$ cat src/rtl/nv_cdc_hs_pkg.sv
`default_nettype none
// ============================================================================
//  Module   : nv_cdc_hs_pkg
//  Purpose  : Shared types and constants for the toggle req/ack CDC source:
//             FSM state encoding, parameter defaults and legal ranges.
//  Revision : 1.0  initial release
// ============================================================================
package nv_cdc_hs_pkg;

  // Source FSM: idle (can accept) or waiting for the ack toggle to return
  typedef enum logic {
    ST_IDLE = 1'b0,
    ST_WAIT = 1'b1
  } hs_state_t;

  localparam int unsigned C_SYNC_STAGES_DEF = 3;
  localparam int unsigned C_TIMEOUT_CYC_DEF = 1023;
  localparam int unsigned C_TIMEOUT_W_DEF   = 16;

  localparam int unsigned C_SYNC_STAGES_MIN = 2;
  localparam int unsigned C_SYNC_STAGES_MAX = 4;

endpackage : nv_cdc_hs_pkg
`default_nettype wire

$ cat src/rtl/nv_sync_rstn.sv
`default_nettype none
// ============================================================================
//  Module   : nv_sync_rstn
//  Purpose  : Single-bit multi-flop level synchronizer, async active-low
//             reset to 0.
//  Ports    : clk   - destination clock
//             rstn  - asynchronous active-low reset
//             i_d   - asynchronous input level
//             o_q   - synchronized level (STAGES clk edges of latency)
//  Revision : 1.0  initial release
// ============================================================================
module nv_sync_rstn #(
  parameter int unsigned STAGES = 3
) (
  input  logic clk,
  input  logic rstn,
  input  logic i_d,
  output logic o_q
);

  logic [STAGES-1:0] r_sync;

  always_ff @(posedge clk or negedge rstn) begin
    if (!rstn) begin
      r_sync <= '0;
    end else begin
      r_sync <= {r_sync[STAGES-2:0], i_d};
    end
  end

  assign o_q = r_sync[STAGES-1];

endmodule : nv_sync_rstn
`default_nettype wire

$ cat src/rtl/nv_cdc_hs_src.sv
`default_nettype none
// ============================================================================
//  Module   : nv_cdc_hs_src
//  Purpose  : Transmit end of a toggle-based req/ack bus handshake. Accepts
//             one word on valid/ready, toggles xfer_req and holds xfer_data
//             until the synchronized xfer_ack toggle matches the request.
//  Ports    : clk, rstn                     - clock, async active-low reset
//             src_valid/src_ready/src_data  - source word interface
//             xfer_req/xfer_data            - toggle request + held payload
//             xfer_ack                      - ack toggle (async to clk)
//             busy                          - transfer in flight
//             timeout_err/proto_err/err_clr - sticky error flags + clear
//  Revision : 1.0  initial release
// ============================================================================
module nv_cdc_hs_src
  import nv_cdc_hs_pkg::*;
#(
  parameter int unsigned DW          = 32,
  parameter int unsigned SYNC_STAGES = C_SYNC_STAGES_DEF,
  parameter int unsigned TIMEOUT_CYC = C_TIMEOUT_CYC_DEF,
  parameter int unsigned TIMEOUT_W   = C_TIMEOUT_W_DEF
) (
  input  logic          clk,
  input  logic          rstn,
  input  logic          src_valid,
  output logic          src_ready,
  input  logic [DW-1:0] src_data,
  output logic          xfer_req,
  output logic [DW-1:0] xfer_data,
  input  logic          xfer_ack,
  output logic          busy,
  output logic          timeout_err,
  output logic          proto_err,
  input  logic          err_clr
);

  // Elaboration-time parameter checks
  if ((SYNC_STAGES < C_SYNC_STAGES_MIN) || (SYNC_STAGES > C_SYNC_STAGES_MAX)) begin : g_bad_sync
    $error("nv_cdc_hs_src: SYNC_STAGES out of range 2..4");
  end
  if (TIMEOUT_CYC >= (64'd1 << TIMEOUT_W)) begin : g_bad_timeout
    $error("nv_cdc_hs_src: TIMEOUT_CYC does not fit in TIMEOUT_W bits");
  end

  hs_state_t            r_state;
  logic                 r_req;
  logic [DW-1:0]        r_data;
  logic [TIMEOUT_W-1:0] r_cnt;
  logic                 r_to_err;
  logic                 r_proto_err;

  logic                 w_ack_s;
  logic                 w_ready;
  logic                 w_cnt_sat;
  logic [TIMEOUT_W-1:0] w_cnt_inc;
  logic                 w_to_hit;
  logic                 w_proto_hit;

  nv_sync_rstn #(
    .STAGES (SYNC_STAGES)
  ) u_ack_sync (
    .clk  (clk),
    .rstn (rstn),
    .i_d  (xfer_ack),
    .o_q  (w_ack_s)
  );

  // Ready only when idle and the ack phase has caught up with req; a stray
  // ack toggle therefore also blocks new words until the phases re-align.
  assign w_ready     = (r_state == ST_IDLE) && (w_ack_s == r_req);
  assign w_cnt_sat   = &r_cnt;
  assign w_cnt_inc   = r_cnt + TIMEOUT_W'(1);
  // Fires on the edge where the wait counter lands on TIMEOUT_CYC
  assign w_to_hit    = (TIMEOUT_CYC != 0) && (r_state == ST_WAIT) && !w_cnt_sat &&
                       (w_cnt_inc == TIMEOUT_W'(TIMEOUT_CYC));
  assign w_proto_hit = (r_state == ST_IDLE) && (w_ack_s != r_req);

  always_ff @(posedge clk or negedge rstn) begin
    if (!rstn) begin
      r_state     <= ST_IDLE;
      r_req       <= 1'b0;
      r_data      <= '0;
      r_cnt       <= '0;
      r_to_err    <= 1'b0;
      r_proto_err <= 1'b0;
    end else begin
      if (r_state == ST_IDLE) begin
        if (src_valid && w_ready) begin
          r_data  <= src_data;
          r_req   <= ~r_req;
          r_cnt   <= '0;
          r_state <= ST_WAIT;
        end
      end else begin
        if (!w_cnt_sat) begin
          r_cnt <= w_cnt_inc;
        end
        if (w_ack_s == r_req) begin
          r_state <= ST_IDLE;
        end
      end

      // Sticky flags: a set on the same edge as err_clr wins
      if (w_to_hit) begin
        r_to_err <= 1'b1;
      end else if (err_clr) begin
        r_to_err <= 1'b0;
      end

      if (w_proto_hit) begin
        r_proto_err <= 1'b1;
      end else if (err_clr) begin
        r_proto_err <= 1'b0;
      end
    end
  end

  assign src_ready   = w_ready;
  assign busy        = (r_state == ST_WAIT);
  assign xfer_req    = r_req;
  assign xfer_data   = r_data;
  assign timeout_err = r_to_err;
  assign proto_err   = r_proto_err;

endmodule : nv_cdc_hs_src
`default_nettype wire
$ cat config.mk
export PLATFORM = sky130hd
export DESIGN_NAME = nv_cdc_hs_src
export DESIGN_NICKNAME = d
export VERILOG_FILES = /design/src/rtl/nv_cdc_hs_pkg.sv /design/src/rtl/nv_sync_rstn.sv /design/src/rtl/nv_cdc_hs_src.sv
export SDC_FILE = /design/constraint.sdc
export NUM_CORES = 1
export LEC_CHECK = 0
export ABC_AREA = 1
export ABC_CLOCK_PERIOD_IN_PS = 4810
export BUFFER_PORTS_ARGS = -buffer_cell sky130_fd_sc_hd__buf_2
export CAP_MARGIN = 25
export CORE_MARGIN = 4
export CORE_UTILIZATION = 56
export CTS_CLUSTER_DIAMETER = 150
export DETAILED_ROUTE_END_ITERATION = 10
export PLACE_DENSITY = 0.85
export SLEW_MARGIN = 10
export SYNTH_ARGS = -nofsm -noshare
export SYNTH_HDL_FRONTEND = slang
export SYNTH_HIERARCHICAL = 1
export SYNTH_SLANG_ARGS = --single-unit
$ cat constraint.sdc
create_clock -name clk -period 4.81 [get_ports clk]
set_input_delay 0.481 -clock clk [delete_from_list [all_inputs] [get_ports clk]]
set_output_delay 0.481 -clock clk [all_outputs]
set_load 0.01 [all_outputs]
* After elaboration in Yosys (flattened, before gate mapping)
Cells that the tools add are included.
** Cells by class
- Add/subtract/negate cells :: 1
- $mul :: 0
- Divide/modulo/power cells :: 0
- Order comparisons :: 0
- Eq/ne operators :: 4
- Shift-type cells :: 0
- Mux-type cells :: 9
- Bitwise gates (word level) :: 2
- Reduce and logical (&&, ||, !) cells :: 12
** Operators by type and width (number)
- 2-to-1 mux 16 bit :: 3
- adder 16 x 1 -> 16 bit (second input constant) :: 1
- equality test 16 x 10 -> 1 bit (second input constant) :: 1
- AND reduction 16 bit :: 1
- 2-to-1 mux 1 bit :: 6
- nonzero test 2 bit :: 3
- logical AND 1 bit :: 5
- AND reduction 2 bit :: 2
- != test 2 bit (second input constant) :: 1
- NOT 1 bit :: 2
- equality test 1 bit :: 1
- logical NOT 1 bit :: 1
- != test 1 bit :: 1
** Storage, ports and cells
- Bits in registers :: 55
- Latch bits :: 0
- RAM bits :: 0
- ROM bits :: 0
- Memories :: 0

* Logic depth before layout (Yosys ltp)
Gate-level depths: netlist of run 1.
- Depth after elaboration :: 5
- Depth in mapped cells :: 11
- Depth with buffers taken out :: 11

* Modules after synthesis
Netlist of run 1, hierarchy kept.
** Modules (own cells, without submodules)
- nv_cdc_hs_src :: instances 1, cells an instance 314, area an instance 2529.9 um^2
- nv_sync_rstn :: instances 1, cells an instance 3, area an instance 75.1 um^2

* Least setup slack after synthesis of run 1
No wires, ideal clock.
- Path kind :: register to register
- Start :: register r_req (netlist: xfer_req)
- End :: register r_cnt[10]
- Setup time :: 0.126 ns
- Arrival time :: 1.497 ns
- Data required time :: 4.684 ns
- Path slack :: 3.187 ns
- Cell stages (with the launch flop) :: 9
- Path buffers :: 1
- Cell sequence :: dfrtp_1 or2_1 a21oi_2 nand2_2 inv_2 nor2_8 inv_2 buf_6 o22ai_2
** On the way
- Word-level cells in the longest chain between the ends :: 5
** RTL lines
- start, declared :: line nv_cdc_hs_src.sv:46 : logic r_req;
- start signal, assigned :: line nv_cdc_hs_src.sv:90 : r_req <= ~r_req;
- equality test 1 bit :: line nv_cdc_hs_src.sv:70 : assign w_ready = (r_state == ST_IDLE) && (w_ack_s == r_req);
- logical AND 1 bit :: line nv_cdc_hs_src.sv:70
- net src_ready :: line nv_cdc_hs_src.sv:26 : output logic src_ready,
- logical AND 1 bit :: line nv_cdc_hs_src.sv:88 : if (src_valid && w_ready) begin
- nonzero test 2 bit (no line)
- AND reduction 2 bit (no line)
- end signal, assigned :: line nv_cdc_hs_src.sv:96 : r_cnt <= w_cnt_inc;
- end, declared :: line nv_cdc_hs_src.sv:48 : logic [TIMEOUT_W-1:0] r_cnt;
The timed path passes the listed nets, and every way through them passes these cells.
A chain may end at the register's enable or synchronous reset.

* Worst setup path after layout of run 1
- Start :: register r_req (netlist: xfer_req)
- End :: register r_cnt[6]
** On the way
- Word-level cells in the longest chain between the ends :: 5
** RTL lines (line)
- equality test 1 bit :: nv_cdc_hs_src.sv:70
- logical AND 1 bit :: nv_cdc_hs_src.sv:70
- logical AND 1 bit :: nv_cdc_hs_src.sv:88
- nonzero test 2 bit (no line)
- AND reduction 2 bit (no line)
No other way between the ends.

==> run_summary.xml, run 1 <==
<?xml version="1.0" encoding="UTF-8"?>
<metrics>
  <group name="layout">
    <metric name="finalCoreUtilization" unit="%">70.4</metric>
    <metric name="stdcell_count" unit="">444</metric>
    <metric name="area_growth_syn_to_layout" unit="%">19.3</metric>
    <metric name="multi_input_area" unit="µm²">1100</metric>
    <metric name="finish.net_count" unit="">430</metric>
    <metric name="register_area" unit="µm²">1380</metric>
    <metric name="drive_gt1_share" unit="%">27.8</metric>
    <metric name="n_fill_cell" unit="">327</metric>
    <metric name="antenna_cells" unit="">0</metric>
  </group>
  <group name="clock_network">
    <metric name="cts-resized-gates" unit="">0</metric>
    <metric name="cts_root_buffer" unit="">clkbuf_8</metric>
    <metric name="clock-sinks" unit="">55</metric>
    <metric name="clkSlewWorstSetupHoldPaths" unit="ns">0.11</metric>
    <metric name="cts_hold_fix_bufs" unit="">0</metric>
    <metric name="maximum_clock_path_buffer_count" unit="">2</metric>
    <metric name="cts_tree" unit="">yes</metric>
    <metric name="cts-htree-levels" unit="">2</metric>
    <metric name="number_of_clock_buffers_inserted_by_tritoncts" unit="">5</metric>
    <metric name="post_cts.repair.setup_buffers" unit="">0</metric>
    <metric name="clk_latency" unit="ns">0.31</metric>
  </group>
  <group name="sta">
    <metric name="worst-slew-pin-transition" unit="ns">0.677</metric>
    <metric name="hold_viol_final" unit="">0</metric>
    <metric name="setup_viol_count_final" unit="">0</metric>
    <metric name="setup-tns-final" unit="ns">0</metric>
    <metric name="rsz0062_at_grt" unit="">no</metric>
    <metric name="period_share" unit="%">50.3</metric>
    <metric name="finalWorstSetupSlack" unit="ns">2.39</metric>
    <metric name="timing.fmax" unit="MHz">413</metric>
    <metric name="timing_max_transition_violations_final" unit="">0</metric>
    <metric name="slew_headroom" unit="%">54.8</metric>
    <metric name="finalClockSkew" unit="ns">0.00932</metric>
    <metric name="min_period" unit="ns">2.42</metric>
  </group>
  <group name="hold_path">
    <metric name="timing.hold.worst.class" unit="">in2async</metric>
  </group>
  <group name="routing">
    <metric name="vias" unit="">2299</metric>
    <metric name="vias_per_cell" unit="">5.18</metric>
    <metric name="wire_per_inst" unit="µm">13.3</metric>
    <metric name="route.detailed.drc" unit="">0</metric>
    <metric name="detail-route-antenna-nets" unit="">0</metric>
    <metric name="routed_wirelength" unit="µm">5920</metric>
    <metric name="drtPass1Iterations" unit="">4</metric>
    <metric name="detail_route.iter0.violations" unit="">194</metric>
  </group>
  <group name="run_status">
    <metric name="outcome" unit="">finished clean</metric>
  </group>
  <group name="global_route">
    <metric name="groute.usage.overall" unit="%">20.7</metric>
    <metric name="via_count_of_the_first_global_routing_pass" unit="">2194</metric>
    <metric name="antenna_found_initial" unit="">0</metric>
    <metric name="grt_start_max_net_pins" unit="">56</metric>
    <metric name="first_pass_grt_wire_length" unit="µm">9940</metric>
    <metric name="globalRouteOverflowTotal" unit="">0</metric>
  </group>
  <group name="die">
    <metric name="die_y" unit="µm">76.2</metric>
    <metric name="die_width" unit="µm">76.2</metric>
    <metric name="core.rowCount" unit="">24</metric>
    <metric name="core-area" unit="µm²">4410</metric>
    <metric name="io-pin-count" unit="">74</metric>
    <metric name="floorplan.initialDensity" unit="%">59.0</metric>
    <metric name="design.die.area" unit="µm²">5810</metric>
  </group>
  <group name="place">
    <metric name="placedCellCount" unit="">436</metric>
    <metric name="hpwlAfterDp" unit="µm">4300</metric>
    <metric name="gp_congestion" unit="">0.859</metric>
    <metric name="placement.io_buffers" unit="">73</metric>
    <metric name="detailedPlace.worstSlack" unit="ns">2.40</metric>
  </group>
  <group name="logic_synthesis">
    <metric name="syn-instance-count" unit="">317</metric>
    <metric name="edff_count_synth" unit="">0</metric>
    <metric name="netlist_area_before_placement" unit="µm²">2600</metric>
    <metric name="ys_top_cells_by_area" unit="">dfrtp_1 53%, nand2_1 22%, o22ai_2 4.3%</metric>
    <metric name="yosysTopAreaCell" unit="">dfrtp_1</metric>
    <metric name="area_share_of_the_leading_cell_type_in_the_synthesized_netlist" unit="%">52.8</metric>
    <metric name="syn-num-nets" unit="">356</metric>
    <metric name="synth.ff_latch_count" unit="">55</metric>
    <metric name="yosys_warnings" unit="">6</metric>
    <metric name="synth_sequential_area_ratio" unit="%">52.8</metric>
    <metric name="synth-async-reset-ratio" unit="%">100</metric>
    <metric name="synth.avg_cell_area" unit="µm²">8.22</metric>
    <metric name="synth_ff_type" unit="">dfrtp_1</metric>
    <metric name="synthDistinctLibCells" unit="">24</metric>
  </group>
  <group name="setup_path">
    <metric name="cp-end-kind" unit="">flop</metric>
    <metric name="cpMaxStageDelayCell" unit="">inv_2</metric>
    <metric name="cell_breakdown_of_the_critical_path" unit="">or2_1 &gt; a21oi_2 &gt; nand2_2 &gt; inv_2 &gt; nor2_8 &gt; inv_2 &gt; o22ai_2</metric>
    <metric name="critical-path-top-cell-by-count" unit="">inv_2</metric>
    <metric name="cp.arrival" unit="ns">2.61</metric>
    <metric name="criticalPathCategory" unit="">reg2reg</metric>
    <metric name="worst_path_dominant_cell_family" unit="">buffers and inverters</metric>
    <metric name="critical_path_required" unit="ns">5.00</metric>
    <metric name="critPathLaunchType" unit="">flop</metric>
    <metric name="largest_driver_fanout_on_the_critical_path" unit="">35</metric>
    <metric name="cp.buffers_inverters" unit="">2</metric>
    <metric name="cpPeakStageDelay" unit="ns">0.61</metric>
  </group>
  <group name="power_and_ir_drop">
    <metric name="power.leakage" unit="nW">1.65</metric>
    <metric name="worst_ir_drop_vdd" unit="mV">0.413</metric>
    <metric name="power.density" unit="nW/µm²">596</metric>
  </group>
  <group name="run">
    <metric name="drv.max_cap_violation_count" unit="">0</metric>
  </group>
</metrics>
[layout make-up]
class	instances	area share, %
well taps	52	2.09
inverters	24	2.90
multi-input cells	231	35.4
clock inverters	3	1.09
repair buffers	74	12.0
flip-flops and latches	55	44.3
clock buffers	5	2.21
[Yosys cell counts (3+ instances only)]
cell type / instances
nand3_1: 16
o22ai_2: 9
nand4_1: 6
buf_2: 3
o21ai_0: 4
nor2_4: 4
dfrtp_1: 55
nor2_1: 20
clkbuf_1: 3
nor2_2: 3
nand2_1: 152
nand2_2: 3
o21ai_1: 4
inv_2: 5
inv_1: 19
[metal layers]
metal / part of all wire [%] / track usage, % / vias up
li1: - / - / 1135
met4: 1.1 / 5.77 / 0
met5: 0 / 0 / -
met3: 7.5 / 4.14 / 11
met1: 42 / 27.2 / 1067
met2: 49 / 34.7 / 86
[flip-flops by register name, summed over array words and instances (netlist names)]
signal,flops
xfer_req,1
proto_err,1
r_cnt,16
xfer_data,32
timeout_err,1
u_ack_sync/r_sync,3
busy,1
[power by group]
part           internal [mW]  switching, mW  total (mW)  leakage [nW]
Sequential             0.661          0.157       0.818         0.701
Clock                  0.110          0.166       0.276        0.0515
Combinational          0.292          0.466       0.759         0.894
[worst reg2reg max path, cell delays in order (launching register included)]
cell and delay [ns]:
dfrtp_1 0.42, or2_1 0.27, a21oi_2 0.15, nand2_2 0.39, inv_2 0.62, nor2_8 0.08
inv_2 0.27, o22ai_2 0.11
[per-stage QoR]
step | power, mW | hold slack [ns] | cell area [µm²]
6_report | 1.85 | 0.272 | 3110
5_1_grt | 1.99 | 0.248 | 3110
4_1_cts | 1.86 | 0.267 | 3110
3_5_place_dp | 1.58 | 0.336 | 3010
3_3_place_gp | 1.56 | 0.333 | 3010
2_1_floorplan | 1.32 | 0.185 | 2610
[final timing paths]
kind / endpoint / slack, ns / startpoint / cells after the start
setup / recovery: r_cnt[6]$_DFFE_PN0P_ / 2.39 / xfer_req$_DFFE_PN0P_ / 7
hold / removal: xfer_data[5]$_DFFE_PN0P_ / 0.27 / rstn / 2
setup reg to reg: r_cnt[6]$_DFFE_PN0P_ / 2.39 / xfer_req$_DFFE_PN0P_ / 7
hold reg to reg: u_ack_sync/r_sync[1]$_DFF_PN0_ / 0.36 / u_ack_sync/r_sync[0]$_DFF_PN0_ / 0
max in group asynchronous: u_ack_sync/r_sync[2]$_DFF_PN0_ / 4.07 / rstn / 2
min in group clk: u_ack_sync/r_sync[0]$_DFF_PN0_ / 0.27 / xfer_ack / 1
[kinds of logic (layout without fill, tap and decap cells)]
kind of cell / Yosys count / in the layout / synth area share (%)
buffers and inverters: 31 / 106 / 4.90
flip-flops: 55 / 55 / 52.8
adder cells (fa/ha/maj): 2 / 2 / 0.960
XOR/XNOR: 1 / 1 / 0.336
AO/OA/AOI/OAI: 21 / 21 / 7.20
AND/OR/NAND/NOR: 207 / 207 / 33.8
[cell usage in the layout (no fill, tap or decap), types with 2 or more instances in the layout]
master and instances:
nand2_1 152, buf_2 73, dfrtp_1 55, nor2_1 20, inv_1 19, nand3_1 16, o22ai_2 9, nand4_1 6
inv_2 5, clkbuf_8 5, o21ai_0 4, nor2_4 4, o21ai_1 4, nand2_2 3, nor2_2 3, a22o_1 2
ha_1 2
Power figures use the tool's default switching activity.
==> run 2: changes to the inputs <==
- ABC_AREA: 1 -> 0
- ABC_CLOCK_PERIOD_IN_PS: 4810 -> 2400
- CORE_UTILIZATION: 56 -> 51
- PLACE_DENSITY: 0.85 -> 0.79
- clock period: 4.81 -> 2.4 ns (I/O delays scaled with it)
==> run_summary.xml, run 2 <==
<?xml version="1.0" encoding="UTF-8"?>
<metrics>
  <group name="clock_network">
    <metric name="clock-sinks" unit="">55</metric>
    <metric name="clkSlewWorstSetupHoldPaths" unit="ns">0.10</metric>
    <metric name="number_of_clock_buffers_inserted_by_tritoncts" unit="">5</metric>
    <metric name="cts-htree-levels" unit="">2</metric>
    <metric name="maximum_clock_path_buffer_count" unit="">2</metric>
    <metric name="cts-resized-gates" unit="">0</metric>
    <metric name="clk_latency" unit="ns">0.30</metric>
    <metric name="cts_hold_fix_bufs" unit="">1</metric>
    <metric name="cts_root_buffer" unit="">clkbuf_8</metric>
    <metric name="post_cts.repair.setup_buffers" unit="">0</metric>
    <metric name="cts_tree" unit="">yes</metric>
  </group>
  <group name="place">
    <metric name="detailedPlace.worstSlack" unit="ns">0.242</metric>
    <metric name="placement.io_buffers" unit="">73</metric>
    <metric name="hpwlAfterDp" unit="µm">4170</metric>
    <metric name="placedCellCount" unit="">415</metric>
    <metric name="gp_congestion" unit="">0.851</metric>
  </group>
  <group name="sta">
    <metric name="worst_hold_slack" unit="ns">0.0339</metric>
    <metric name="hold_viol_final" unit="">0</metric>
    <metric name="min_period" unit="ns">2.18</metric>
    <metric name="setup_viol_count_final" unit="">0</metric>
    <metric name="finalClockSkew" unit="ns">0.00418</metric>
    <metric name="rsz0062_at_grt" unit="">no</metric>
    <metric name="finalWorstSetupSlack" unit="ns">0.216</metric>
    <metric name="period_share" unit="%">91.0</metric>
    <metric name="worst-slew-pin-transition" unit="ns">0.756</metric>
    <metric name="timing_max_transition_violations_final" unit="">0</metric>
    <metric name="timing.fmax" unit="MHz">458</metric>
    <metric name="setup-tns-final" unit="ns">0</metric>
    <metric name="slew_headroom" unit="%">49.6</metric>
  </group>
  <group name="routing">
    <metric name="vias" unit="">2157</metric>
    <metric name="wire_per_inst" unit="µm">13.5</metric>
    <metric name="met2_wire_len" unit="µm">2630</metric>
    <metric name="detail_route.iter0.violations" unit="">143</metric>
    <metric name="routed_wirelength" unit="µm">5730</metric>
    <metric name="route.detailed.drc" unit="">0</metric>
    <metric name="m1WireLength" unit="µm">2580</metric>
    <metric name="vias_per_cell" unit="">5.09</metric>
    <metric name="drtPass1Iterations" unit="">4</metric>
    <metric name="detail-route-antenna-nets" unit="">0</metric>
    <metric name="route.met3.wl" unit="µm">433</metric>
    <metric name="top_metal_layer_carrying_routed_signals" unit="">met4</metric>
  </group>
  <group name="logic_synthesis">
    <metric name="synth_sequential_area_ratio" unit="%">53.4</metric>
    <metric name="ys_top_cells_by_area" unit="">dfrtp_1 53%, nand2_1 16%, mux2i_1 3.9%</metric>
    <metric name="yosysTopAreaCell" unit="">dfrtp_1</metric>
    <metric name="synth.ff_latch_count" unit="">55</metric>
    <metric name="yosys-top-cells-count" unit="">111 x nand2_1, 55 x dfrtp_1, 12 x nor2_1</metric>
    <metric name="syn-num-nets" unit="">323</metric>
    <metric name="netlist_area_before_placement" unit="µm²">2580</metric>
    <metric name="edff_count_synth" unit="">0</metric>
    <metric name="synth.avg_cell_area" unit="µm²">9.08</metric>
    <metric name="synth_ff_type" unit="">dfrtp_1</metric>
    <metric name="yosys.cell_count.top_type" unit="">nand2_1</metric>
    <metric name="synthDistinctLibCells" unit="">36</metric>
    <metric name="syn-instance-count" unit="">284</metric>
    <metric name="area_share_of_the_leading_cell_type_in_the_synthesized_netlist" unit="%">53.4</metric>
    <metric name="synth-async-reset-ratio" unit="%">100</metric>
    <metric name="yosys_warnings" unit="">6</metric>
  </group>
  <group name="power_and_ir_drop">
    <metric name="overall_power" unit="mW">3.27</metric>
    <metric name="p_sw_share" unit="%">39.0</metric>
    <metric name="clock_power_share" unit="%">16.3</metric>
    <metric name="power.leakage" unit="nW">1.62</metric>
    <metric name="worst_ir_drop_vdd" unit="mV">0.649</metric>
    <metric name="internal-power" unit="mW">1.99</metric>
    <metric name="comb_power_share" unit="%">38.5</metric>
    <metric name="power.density" unit="nW/µm²">1050</metric>
    <metric name="power.share.sequential" unit="%">45.2</metric>
    <metric name="netSwitchingPower" unit="mW">1.27</metric>
  </group>
  <group name="layout">
    <metric name="layout_common_cells" unit="">111 x nand2_1, 73 x buf_2, 55 x dfrtp_1</metric>
    <metric name="area_growth_syn_to_layout" unit="%">20.6</metric>
    <metric name="finish.net_count" unit="">395</metric>
    <metric name="antenna_cells" unit="">0</metric>
    <metric name="drive_gt1_share" unit="%">25.8</metric>
    <metric name="stdcell_count" unit="">424</metric>
    <metric name="mostFrequentLayoutCell" unit="">nand2_1</metric>
    <metric name="largest_register_ff_count" unit="">32</metric>
  </group>
  <group name="setup_path">
    <metric name="criticalPathCategory" unit="">reg2reg</metric>
    <metric name="cp.arrival" unit="ns">2.38</metric>
    <metric name="cp-end-kind" unit="">flop</metric>
    <metric name="largest_driver_fanout_on_the_critical_path" unit="">17</metric>
    <metric name="critPathLaunchType" unit="">flop</metric>
    <metric name="critical_path_required" unit="ns">2.59</metric>
    <metric name="cell_breakdown_of_the_critical_path" unit="">ha_1 &gt; inv_1 &gt; or3_4 &gt; o41a_1 &gt; buf_4 &gt; mux2i_1 &gt; a22o_1</metric>
    <metric name="cpPeakStageDelay" unit="ns">0.45</metric>
    <metric name="cpMaxStageDelayCell" unit="">dfrtp_1</metric>
  </group>
  <group name="hold_path">
    <metric name="timing.hold.worst.class" unit="">in2reg</metric>
  </group>
  <group name="global_route">
    <metric name="first_pass_grt_wire_length" unit="µm">9960</metric>
    <metric name="via_count_of_the_first_global_routing_pass" unit="">2207</metric>
    <metric name="grt_start_max_net_pins" unit="">42</metric>
    <metric name="groute.usage.overall" unit="%">20.0</metric>
    <metric name="globalRouteOverflowTotal" unit="">0</metric>
    <metric name="antenna_found_initial" unit="">0</metric>
  </group>
  <group name="die">
    <metric name="die_width" unit="µm">79.1</metric>
    <metric name="core-area" unit="µm²">4820</metric>
    <metric name="design.die.area" unit="µm²">6260</metric>
    <metric name="core.rowCount" unit="">25</metric>
    <metric name="die_y" unit="µm">79.1</metric>
    <metric name="floorplan.initialDensity" unit="%">53.5</metric>
    <metric name="io-pin-count" unit="">74</metric>
  </group>
  <group name="run_status">
    <metric name="outcome" unit="">finished clean</metric>
  </group>
  <group name="run">
    <metric name="drv.max_cap_violation_count" unit="">0</metric>
  </group>
</metrics>
## run 2: logic make-up after synthesis
| family | count (synthesis) | share of synthesized area [%] |
|---|---|---|
| xor gates and xnor gates | 10 | 3.40 |
| buffers and inverters | 22 | 3.93 |
| and+or+nand+nor | 159 | 26.7 |
| muxes | 10 | 3.88 |
| adders and majority gates | 2 | 0.971 |
| AOI/OAI and AO/OA | 26 | 7.67 |
| DFF | 55 | 53.4 |
## run 2: per-layer routing
layer / GRT usage [%] / vias to the layer above
li1: - / 1082
met1: 25.6 / 991
met2: 32.4 / 75
met3: 5.90 / 9
met4: 6.70 / 0
met5: 0 / -
## run 2: final timing paths
path | cells past startpoint | slack, ns | startpoint | end
max | 7 | 0.22 | r_cnt[0]$_DFFE_PN0P_ | r_cnt[5]$_DFFE_PN0P_
min | 1 | 0.03 | xfer_ack | u_ack_sync/r_sync[0]$_DFF_PN0_
max reg2reg | 7 | 0.22 | r_cnt[0]$_DFFE_PN0P_ | r_cnt[5]$_DFFE_PN0P_
min reg2reg | 0 | 0.36 | u_ack_sync/r_sync[1]$_DFF_PN0_ | u_ack_sync/r_sync[2]$_DFF_PN0_
max in group asynchronous | 3 | 1.21 | rstn | xfer_data[22]$_DFFE_PN0P_
min in group asynchronous | 2 | 0.38 | rstn | proto_err$_DFFE_PN0P_
## run 2: stage by stage
| stage | instance area (µm²) | utilization [%] |
|---|---|---|
| detailed placement | 3000 | 62.3 |
| global route | 3110 | 64.5 |
| finish | 3110 | 64.5 |
| floorplan | 2580 | - |
| global placement | 3000 | 62.3 |
| CTS | 3110 | 64.5 |
## run 2: area by class of cell
type,count,area [µm²]
multi-input combinational,207,1100
inverter,6,22.5
clock inverter,1,8.76
tap,67,83.8
sequential,55,1380
timing repair buffer,81,428
fill,405,1710
clock buffer,7,86.3
## run 2: power groups by stage
stage	registers [mW]	logic, mW	clock network [mW]
global route	1.52	1.43	0.589
detailed placement	1.48	1.28	0
CTS	1.48	1.28	0.551
finish	1.48	1.26	0.532
floorplan	1.58	0.693	0
global placement	1.48	1.23	0
## run 2: critical path: cells and delay by family (launching register included)
family          cells  cell delay (ns)
fa+ha+maj           1             0.20
compound gates      2             0.64
flops               1             0.45
mux                 1             0.14
buf+inv             2             0.25
simple gates        1             0.38
